**config.mk**
```make
export PLATFORM = sky130hd
export DESIGN_NAME = game_timer_bcd
export DESIGN_NICKNAME = d
export VERILOG_FILES = /design/src/rtl/game_timer_bcd.sv
export SDC_FILE = /design/constraint.sdc
export NUM_CORES = 1
export LEC_CHECK = 0
export BUFFER_PORTS_ARGS = -buffer_cell sky130_fd_sc_hd__buf_4
export CAP_MARGIN = 0
export CORE_MARGIN = 2
export CORE_UTILIZATION = 52
export DETAILED_ROUTE_END_ITERATION = 7
export PLACE_DENSITY = 0.78
export REMOVE_ABC_BUFFERS = 1
export SLEW_MARGIN = 15
export SYNTH_ARGS = -nofsm -noshare
export SYNTH_HDL_FRONTEND = slang
export SYNTH_SLANG_ARGS = --single-unit
```
**constraint.sdc**
```tcl
create_clock -name sys_clk -period 3.55 [get_ports sys_clk]
set_input_delay 0.8875 -clock sys_clk [delete_from_list [all_inputs] [get_ports sys_clk]]
set_output_delay 0.8875 -clock sys_clk [all_outputs]
set_load 0.02 [all_outputs]
```
**src/rtl/game_timer_bcd.sv**
```systemverilog
// rtl/game_timer_bcd.sv - prescaled N-digit BCD up/down game timer with saturation and expiry flags
// Optional lap capture register enabled by defining GAME_TIMER_LAP_EN.
module game_timer_bcd #(
    parameter int TICK_CYCLES = 50_000_000,
    parameter int DIGITS      = 3,
    parameter int PRE_W       = 26
) (
    input  logic                  sys_clk,
    input  logic                  sys_rst_n,
    input  logic                  clr,
    input  logic                  run,
    input  logic                  freeze,
    input  logic                  dir,
    input  logic                  load,
    input  logic [4*DIGITS-1:0]   load_val,
`ifdef GAME_TIMER_LAP_EN
    input  logic                  lap_cap,
    output logic [4*DIGITS-1:0]   lap_bcd,
`endif
    output logic [4*DIGITS-1:0]   time_bcd,
    output logic                  tick_1s,
    output logic                  time_max_flag,
    output logic                  time_zero_flag,
    output logic                  expired
);

    localparam logic [PRE_W-1:0]    PRE_LAST  = PRE_W'(TICK_CYCLES - 1);
    localparam logic [4*DIGITS-1:0] ALL_NINES = {DIGITS{4'h9}};

    logic [PRE_W-1:0]    pre;
    logic [PRE_W-1:0]    next_pre;
    logic [4*DIGITS-1:0] inc_val;
    logic [4*DIGITS-1:0] dec_val;
    logic [4*DIGITS-1:0] clamp_val;
    logic [4*DIGITS-1:0] next_time;
    logic [3:0]          digit;
    logic [3:0]          load_digit;
    logic                carry;
    logic                borrow;
    logic                all_nines;
    logic                all_zeros;
    logic                next_tick;
    logic                next_expired;

    // Ripple increment/decrement of the current value plus per-digit clamp of the preload.
    always_comb begin
        inc_val    = time_bcd;
        dec_val    = time_bcd;
        clamp_val  = load_val;
        carry      = 1'b1;
        borrow     = 1'b1;
        all_nines  = 1'b1;
        all_zeros  = 1'b1;
        digit      = 4'd0;
        load_digit = 4'd0;
        for (int i = 0; i < DIGITS; i++) begin
            digit      = time_bcd[4*i +: 4];
            load_digit = load_val[4*i +: 4];
            if (digit != 4'd9) begin
                all_nines = 1'b0;
            end
            if (digit != 4'd0) begin
                all_zeros = 1'b0;
            end
            if (carry) begin
                if (digit >= 4'd9) begin
                    inc_val[4*i +: 4] = 4'd0;
                end else begin
                    inc_val[4*i +: 4] = digit + 4'd1;
                    carry = 1'b0;
                end
            end
            if (borrow) begin
                if (digit == 4'd0) begin
                    dec_val[4*i +: 4] = 4'd9;
                end else begin
                    dec_val[4*i +: 4] = digit - 4'd1;
                    borrow = 1'b0;
                end
            end
            if (load_digit > 4'd9) begin
                clamp_val[4*i +: 4] = 4'd9;
            end
        end
    end

    // Priority: clr > load > hold (freeze or pause) > prescaled step.
    always_comb begin
        next_time    = time_bcd;
        next_pre     = pre;
        next_tick    = 1'b0;
        next_expired = 1'b0;
        if (clr) begin
            next_time = '0;
            next_pre  = '0;
        end else if (load) begin
            next_time = clamp_val;
            next_pre  = '0;
        end else if (run && !freeze) begin
            if (pre == PRE_LAST) begin
                next_pre = '0;
                if (!dir && !all_nines) begin
                    next_time = inc_val;
                    next_tick = 1'b1;
                end else if (dir && !all_zeros) begin
                    next_time    = dec_val;
                    next_tick    = 1'b1;
                    next_expired = (dec_val == '0);
                end
            end else begin
                next_pre = pre + 1'b1;
            end
        end
    end

    always_ff @(posedge sys_clk) begin
        if (!sys_rst_n) begin
            pre            <= '0;
            time_bcd       <= '0;
            tick_1s        <= 1'b0;
            expired        <= 1'b0;
            time_max_flag  <= 1'b0;
            time_zero_flag <= 1'b1;
        end else begin
            pre            <= next_pre;
            time_bcd       <= next_time;
            tick_1s        <= next_tick;
            expired        <= next_expired;
            time_max_flag  <= (next_time == ALL_NINES);
            time_zero_flag <= (next_time == '0);
        end
    end

`ifdef GAME_TIMER_LAP_EN
    // Captures the value visible before this edge, so a coincident step is not included.
    always_ff @(posedge sys_clk) begin
        if (!sys_rst_n || clr) begin
            lap_bcd <= '0;
        end else if (lap_cap) begin
            lap_bcd <= time_bcd;
        end
    end
`endif

endmodule

```
==> results of run 1 <==
-- logic make-up (layout without fill, tap and decap cells) --
kind of cell | Yosys count | count (layout) | share of synthesized area, %
AND/OR/NAND/NOR | 186 | 186 | 34.3
XOR/XNOR | 24 | 24 | 7.00
adder cells (fa/ha/maj) | 11 | 11 | 4.59
flip-flops | 42 | 42 | 28.0
buffers and inverters | 42 | 74 | 5.84
multiplexers | 2 | 2 | 0.667
AO/OA/AOI/OAI | 84 | 84 | 19.6
-- cells in the final DEF, fill, tap and decap left out, types with 3 or more instances in the layout --
cell type / synthesis / routed
a211oi_1: 3 / 3
a21oi_1: 16 / 16
a31oi_1: 6 / 6
a32oi_1: 3 / 3
and2_1: 4 / 4
and3_1: 6 / 6
and4_1: 4 / 4
buf_4: 1 / 45
clkbuf_8: 0 / 5
dfxtp_1: 42 / 42
ha_1: 11 / 11
inv_1: 21 / 21
nand2_1: 23 / 23
nand2b_1: 4 / 4
nand3_1: 16 / 16
nand4_1: 14 / 14
nand4b_1: 3 / 3
nor2_1: 62 / 62
nor2b_1: 3 / 3
nor3_1: 8 / 8
nor3b_1: 5 / 5
nor4_1: 6 / 6
nor4b_1: 4 / 4
o211ai_1: 4 / 4
o21ai_0: 16 / 16
o21bai_1: 3 / 3
o31a_1: 3 / 3
o31ai_1: 3 / 3
or3_1: 3 / 3
or3b_2: 6 / 6
xnor2_1: 11 / 11
xor2_1: 13 / 13
-- registers in the layout (all words and copies together) (netlist names) --
signal / flops
expired: 1
time_zero_flag: 1
tick_1s: 1
pre: 26
time_bcd: 12
time_max_flag: 1
-- power groups by stage --
stage                     logic [mW]  registers, mW  clock network (mW)
after floorplan               0.0997          0.504                   0
after global placement         0.183          0.498                   0
after detailed placement       0.182          0.498                   0
after CTS                      0.184          0.486               0.380
after global routing           0.204          0.488               0.403
final                          0.188          0.487               0.374
-- cell type report --
class	count	area, um2	area share (%)
clock buffer	6	72.6	2.11
clock inverter	2	37.5	1.09
inverter	21	78.8	2.29
multi-input combinational	307	1990	57.7
sequential	42	841	24.4
tap	72	90.1	2.62
timing repair buffer	45	338	9.81
-- worst max-delay path, delay by kind of cell, from the launching register on --
| kind | cells | cell delay, ns |
|---|---|---|
| flip-flops | 1 | 0.46 |
| adder cells (fa/ha/maj) | 1 | 0.31 |
| AO/OA/AOI/OAI | 2 | 0.28 |
| buffers and inverters | 1 | 0.13 |
| AND/OR/NAND/NOR | 5 | 1.97 |
-- worst paths after layout --
path	from	endpoint	slack, ns	cells after the start
setup / recovery	time_bcd[5]	time_max_flag	0.32	9
hold / removal	pre[22]	pre[22]	0.50	2
setup reg to reg	time_bcd[5]	time_max_flag	0.32	9
hold reg to reg	pre[22]	pre[22]	0.50	2
-- per-layer routing --
metal  wire [um]  up-vias
met5           0        -
met3         748       20
met2        3680      178
li1            -     1482
met4         183        0
met1        3930     1411
==> out/metrics.cfg, run 1 <==
[global_route]
grtUsageMet1_pct = 41.0
gr-usage-met2_pct = 43.0
top_usage_layer = met2
grt_max_degree = 25
gr-total-overflow = 0
met3_usage_pct = 4.19
antenna_found_initial = 0
grt_pass1_vias = 2873
grt_util_all_layers_pct = 28.1
grt_pass1_wl_um = 14200

[timing]
grt_setup_unrepaired = no
worst_slew_pin_slew_ns = 0.713
max-slew-margin-rel_pct = 52.2
drv_slew = 0
min_period_ns = 3.23
holdWs_ns = 0.504
tns_ns = 0
fmax_mhz = 309
setup_slack_ns = 0.318
post-route-period-util_pct = 91.0
finalHoldViolCount = 0
skew_ns = 0.00513
finalSetupViolCount = 0

[place]
dpl.hpwl_um = 6460
portBuffers = 34
dp.cells = 487
dp_worst_setup_slack_ns = 0.314
dpl_cell_area_um2 = 3330
place.gp.congestion = 1.02

[floorplan]
core_area_um2 = 5540
start_util_pct = 54.2
rows = 27
die_w_um = 80.0
ioPinCount = 35
fp.dieH_um = 80.0
die_area_um2 = 6400

[synthesis]
yosysSeqAreaShare_pct = 28.0
ys_seq_elements = 42
post-synth-top-area-fraction_pct = 28.0
syn_avg_cell_area_um2 = 7.68
synthFlopType = dfxtp_1
async_flop_share_pct = 0
synth_area_leaders = dfxtp_1 (28%), nor2_1 (7.8%), ha_1 (4.6%)
yosysMostFrequentCell = nor2_1
ys_types = 65
ys_warn_count = 0
yosysTopAreaCell = dfxtp_1
synth_edf_count = 0
synthTopCellsByCount = nor2_1 (62), dfxtp_1 (42), nand2_1 (23), inv_1 (21)
syn_area_um2 = 3000
syn_inst = 391

[power_and_ir_drop]
power_density_nw_per_um2 = 305
power_leakage_nw = 1.26
intPower_mw = 0.763
switching_share_pct = 27.3
power.total_mw = 1.05
p_sw_mw = 0.286
peakVddDrop_v = 0.000204
pwr-share-comb_pct = 18.0
p_clk_share_pct = 35.6
seqPwrFrac_pct = 46.4

[hold_path]
hp-class = reg -> reg

[critical_path]
critPathMaxStageDelay_ns = 0.72
slowest_stage = or4b_2
cp-end-kind = flip-flop
cp_max_fo = 10
timing.critical_path.cells = inv_1, ha_1, or3b_2, nand4_1, or4b_2, a21oi_1, o31ai_1, or3b_2, nor4_2
crit_type = reg -> reg
cp_data_required_time_ns = 3.76
arrival_ns = 3.44
critPathMostFrequentCell = or3b_2
timing.critical_path.from_type = flip-flop

[job]
max-cap-violations = 0

[clocking]
post_cts_buffers = 0
clk_path_buf_depth = 2
cts.htree.levels = 2
cts_tree = yes
path_clk_slew_ns = 0.08
cts-hold-fix-buffers = 0
cts-root-buf = clkbuf_8
insertion_delay_ns = 0.29
clock-sinks = 42
cts_made_buffers = 5
ctsResizeCount = 0

[layout]
final_util_pct = 62.2
stdcell_area_um2 = 3440
fillers = 517
stdcell_count = 495
diodes = 0
nNetsFinal = 452
drive_gt1_share_pct = 16.5
areaGrowthSynthToFinish_pct = 14.7

[run_status]
outcome = finished, final reports clean

[drt]
drc = 0
initialDrtViolationCount = 285
routed_wl_um = 8540
vias_per_cell = 6.24
final_antenna_net_count = 0
via_count = 3091
wl_per_cell_um = 17.2
first_pass_iters = 5

Power figures use the tool's default switching activity.
==> inputs of run 2 (changes only) <==
- CORE_UTILIZATION: 52 -> 45
- PLACE_DENSITY: 0.78 -> 0.7
==> run 2 against run 1 <==
Non-clock buffer count is 2 lower. Via count is 0.45% higher. Combinational power is 4% lower. Global-route usage is 5.0 points lower. Critical path type unchanged. Largest power group unchanged. Highest routed layer unchanged.
==> out/metrics.cfg, run 2 (synthesis gave the netlist of run 1 again) <==
[power_and_ir_drop]
p_sw_mw = 0.288
p_clk_share_pct = 36.1
peakVddDrop_v = 0.000268
switching_share_pct = 27.5
intPower_mw = 0.760
seqPwrFrac_pct = 46.7
power_leakage_nw = 1.25
pwr-share-comb_pct = 17.2
power_density_nw_per_um2 = 305

[timing]
tns_ns = 0
fmax_mhz = 312
post-route-period-util_pct = 90.4
drv_slew = 0
grt_setup_unrepaired = no
finalSetupViolCount = 0
worst_slew_pin_slew_ns = 0.721
min_period_ns = 3.21
skew_ns = 0.0101
max-slew-margin-rel_pct = 51.7
setup_slack_ns = 0.341
finalHoldViolCount = 0

[global_route]
grt_pass1_wl_um = 13800
antenna_found_initial = 0
grt_max_degree = 25
grt_pass1_vias = 2899
top_usage_layer = met2
met3_usage_pct = 3.27
grt_util_all_layers_pct = 23.1
gr-usage-met2_pct = 38.5
gr-total-overflow = 0
grtUsageMet1_pct = 30.8

[layout]
nNetsFinal = 450
largest_reg_flops = 26
final_common_cell = nor2_1
fillers = 616
top_regs = pre x26, time_bcd x12
stdcell_area_um2 = 3430
drive_gt1_share_pct = 16.2
diodes = 0
top_register = pre
areaGrowthSynthToFinish_pct = 14.4
final_cell_mix = nor2_1 (62), buf_4 (43), dfxtp_1 (42)

[hold_path]
hold_end = pre[22]
hold_start = pre[22]
hp-class = reg -> reg
hold_depth = 2

[drt]
via_count = 3105
initialDrtViolationCount = 331
routed_wl_um = 8370
drc = 0
first_pass_iters = 5
vias_per_cell = 6.23
wl_per_cell_um = 16.8
final_antenna_net_count = 0

[floorplan]
core_area_um2 = 6390
start_util_pct = 47.0
die_area_um2 = 7340
fp.dieH_um = 85.7
die_w_um = 85.7
ioPinCount = 35
rows = 29

[critical_path]
r2r-start = time_bcd[8]
cp_data_required_time_ns = 3.77
critPathMaxStageDelay_ns = 0.50
slowest_stage = or3b_2
timing.critical_path.cells = inv_1, ha_1, nor3b_1, nand4_1, nand4_1, o21ai_0, a311oi_1, or3b_2, nor4_2
arrival_ns = 3.43
cp_max_fo = 9
cp-end-kind = flip-flop
ff2ff_setup_slack_ns = 0.34
timing.critical_path.from_type = flip-flop
r2r_cells = 9
critPathMostFrequentCell = nand4_1
crit_type = reg -> reg
startpoint = time_bcd[8]
r2r-end = time_max_flag

[clocking]
ctsResizeCount = 0
path_clk_slew_ns = 0.09
insertion_delay_ns = 0.30
cts.htree.levels = 2
cts_made_buffers = 5
cts-root-buf = clkbuf_8
cts_tree = yes
clock-sinks = 42
clk_path_buf_depth = 2
post_cts_buffers = 0
cts-hold-fix-buffers = 0

[place]
dpl_cell_area_um2 = 3320
place.gp.congestion = 0.944
dpl.hpwl_um = 6280
portBuffers = 34
dp_worst_setup_slack_ns = 0.335

[run_status]
outcome = finished, final reports clean

[job]
max-cap-violations = 0

## run 2: area by class of cell
cell class,count,area (um2),share of cell area (%)
timing repair buffer,43,323,9.40
clock inverter,2,37.5,1.09
sequential,42,841,24.5
tap,77,96.3,2.81
clock buffer,6,72.6,2.11
inverter,21,78.8,2.30
multi-input combinational,307,1990,57.8
## run 2: per-stage QoR
stage	instances	power (mW)	hold WS, ns	utilization, %
after floorplan	370	0.603	0.463	-
final	498	1.05	0.518	53.8
after global placement	490	0.676	0.485	52.1
after global routing	498	1.10	0.561	53.8
after CTS	498	1.06	0.515	53.8
after detailed placement	490	0.676	0.503	52.1
## run 2: layer usage
layer | routed length [um] | share of wire (%) | vias to the layer above
met5 | 0 | 0 | -
met4 | 227 | 2.7 | 0
met3 | 673 | 8.0 | 23
met2 | 3960 | 47 | 158
met1 | 3510 | 42 | 1448
li1 | - | - | 1476
## run 2: how the worst max path moves through the flow
stage                     depth (start not counted)            end
final                                             9  time_max_flag
after floorplan                                   9  time_max_flag
after global placement                            8  time_max_flag
after global routing                              9  time_max_flag
after CTS                                         9  time_max_flag
after detailed placement                          8  time_max_flag
## run 2: power by group through the flow
stage / clock, mW / sequential, mW / combinational [mW]
final: 0.378 / 0.489 / 0.181
after global routing: 0.412 / 0.491 / 0.194
after CTS: 0.390 / 0.489 / 0.176
after detailed placement: 0 / 0.500 / 0.175
after global placement: 0 / 0.500 / 0.176
after floorplan: 0 / 0.504 / 0.0997
## run 2: worst max-delay path: cells and delay by family, from the launching register on
family / cells / cell delay [ns]
AO/OA/AOI/OAI: 2 / 0.56
buffers and inverters: 1 / 0.23
AND/OR/NAND/NOR: 5 / 1.72
flip-flops: 1 / 0.41
adder cells (fa/ha/maj): 1 / 0.22
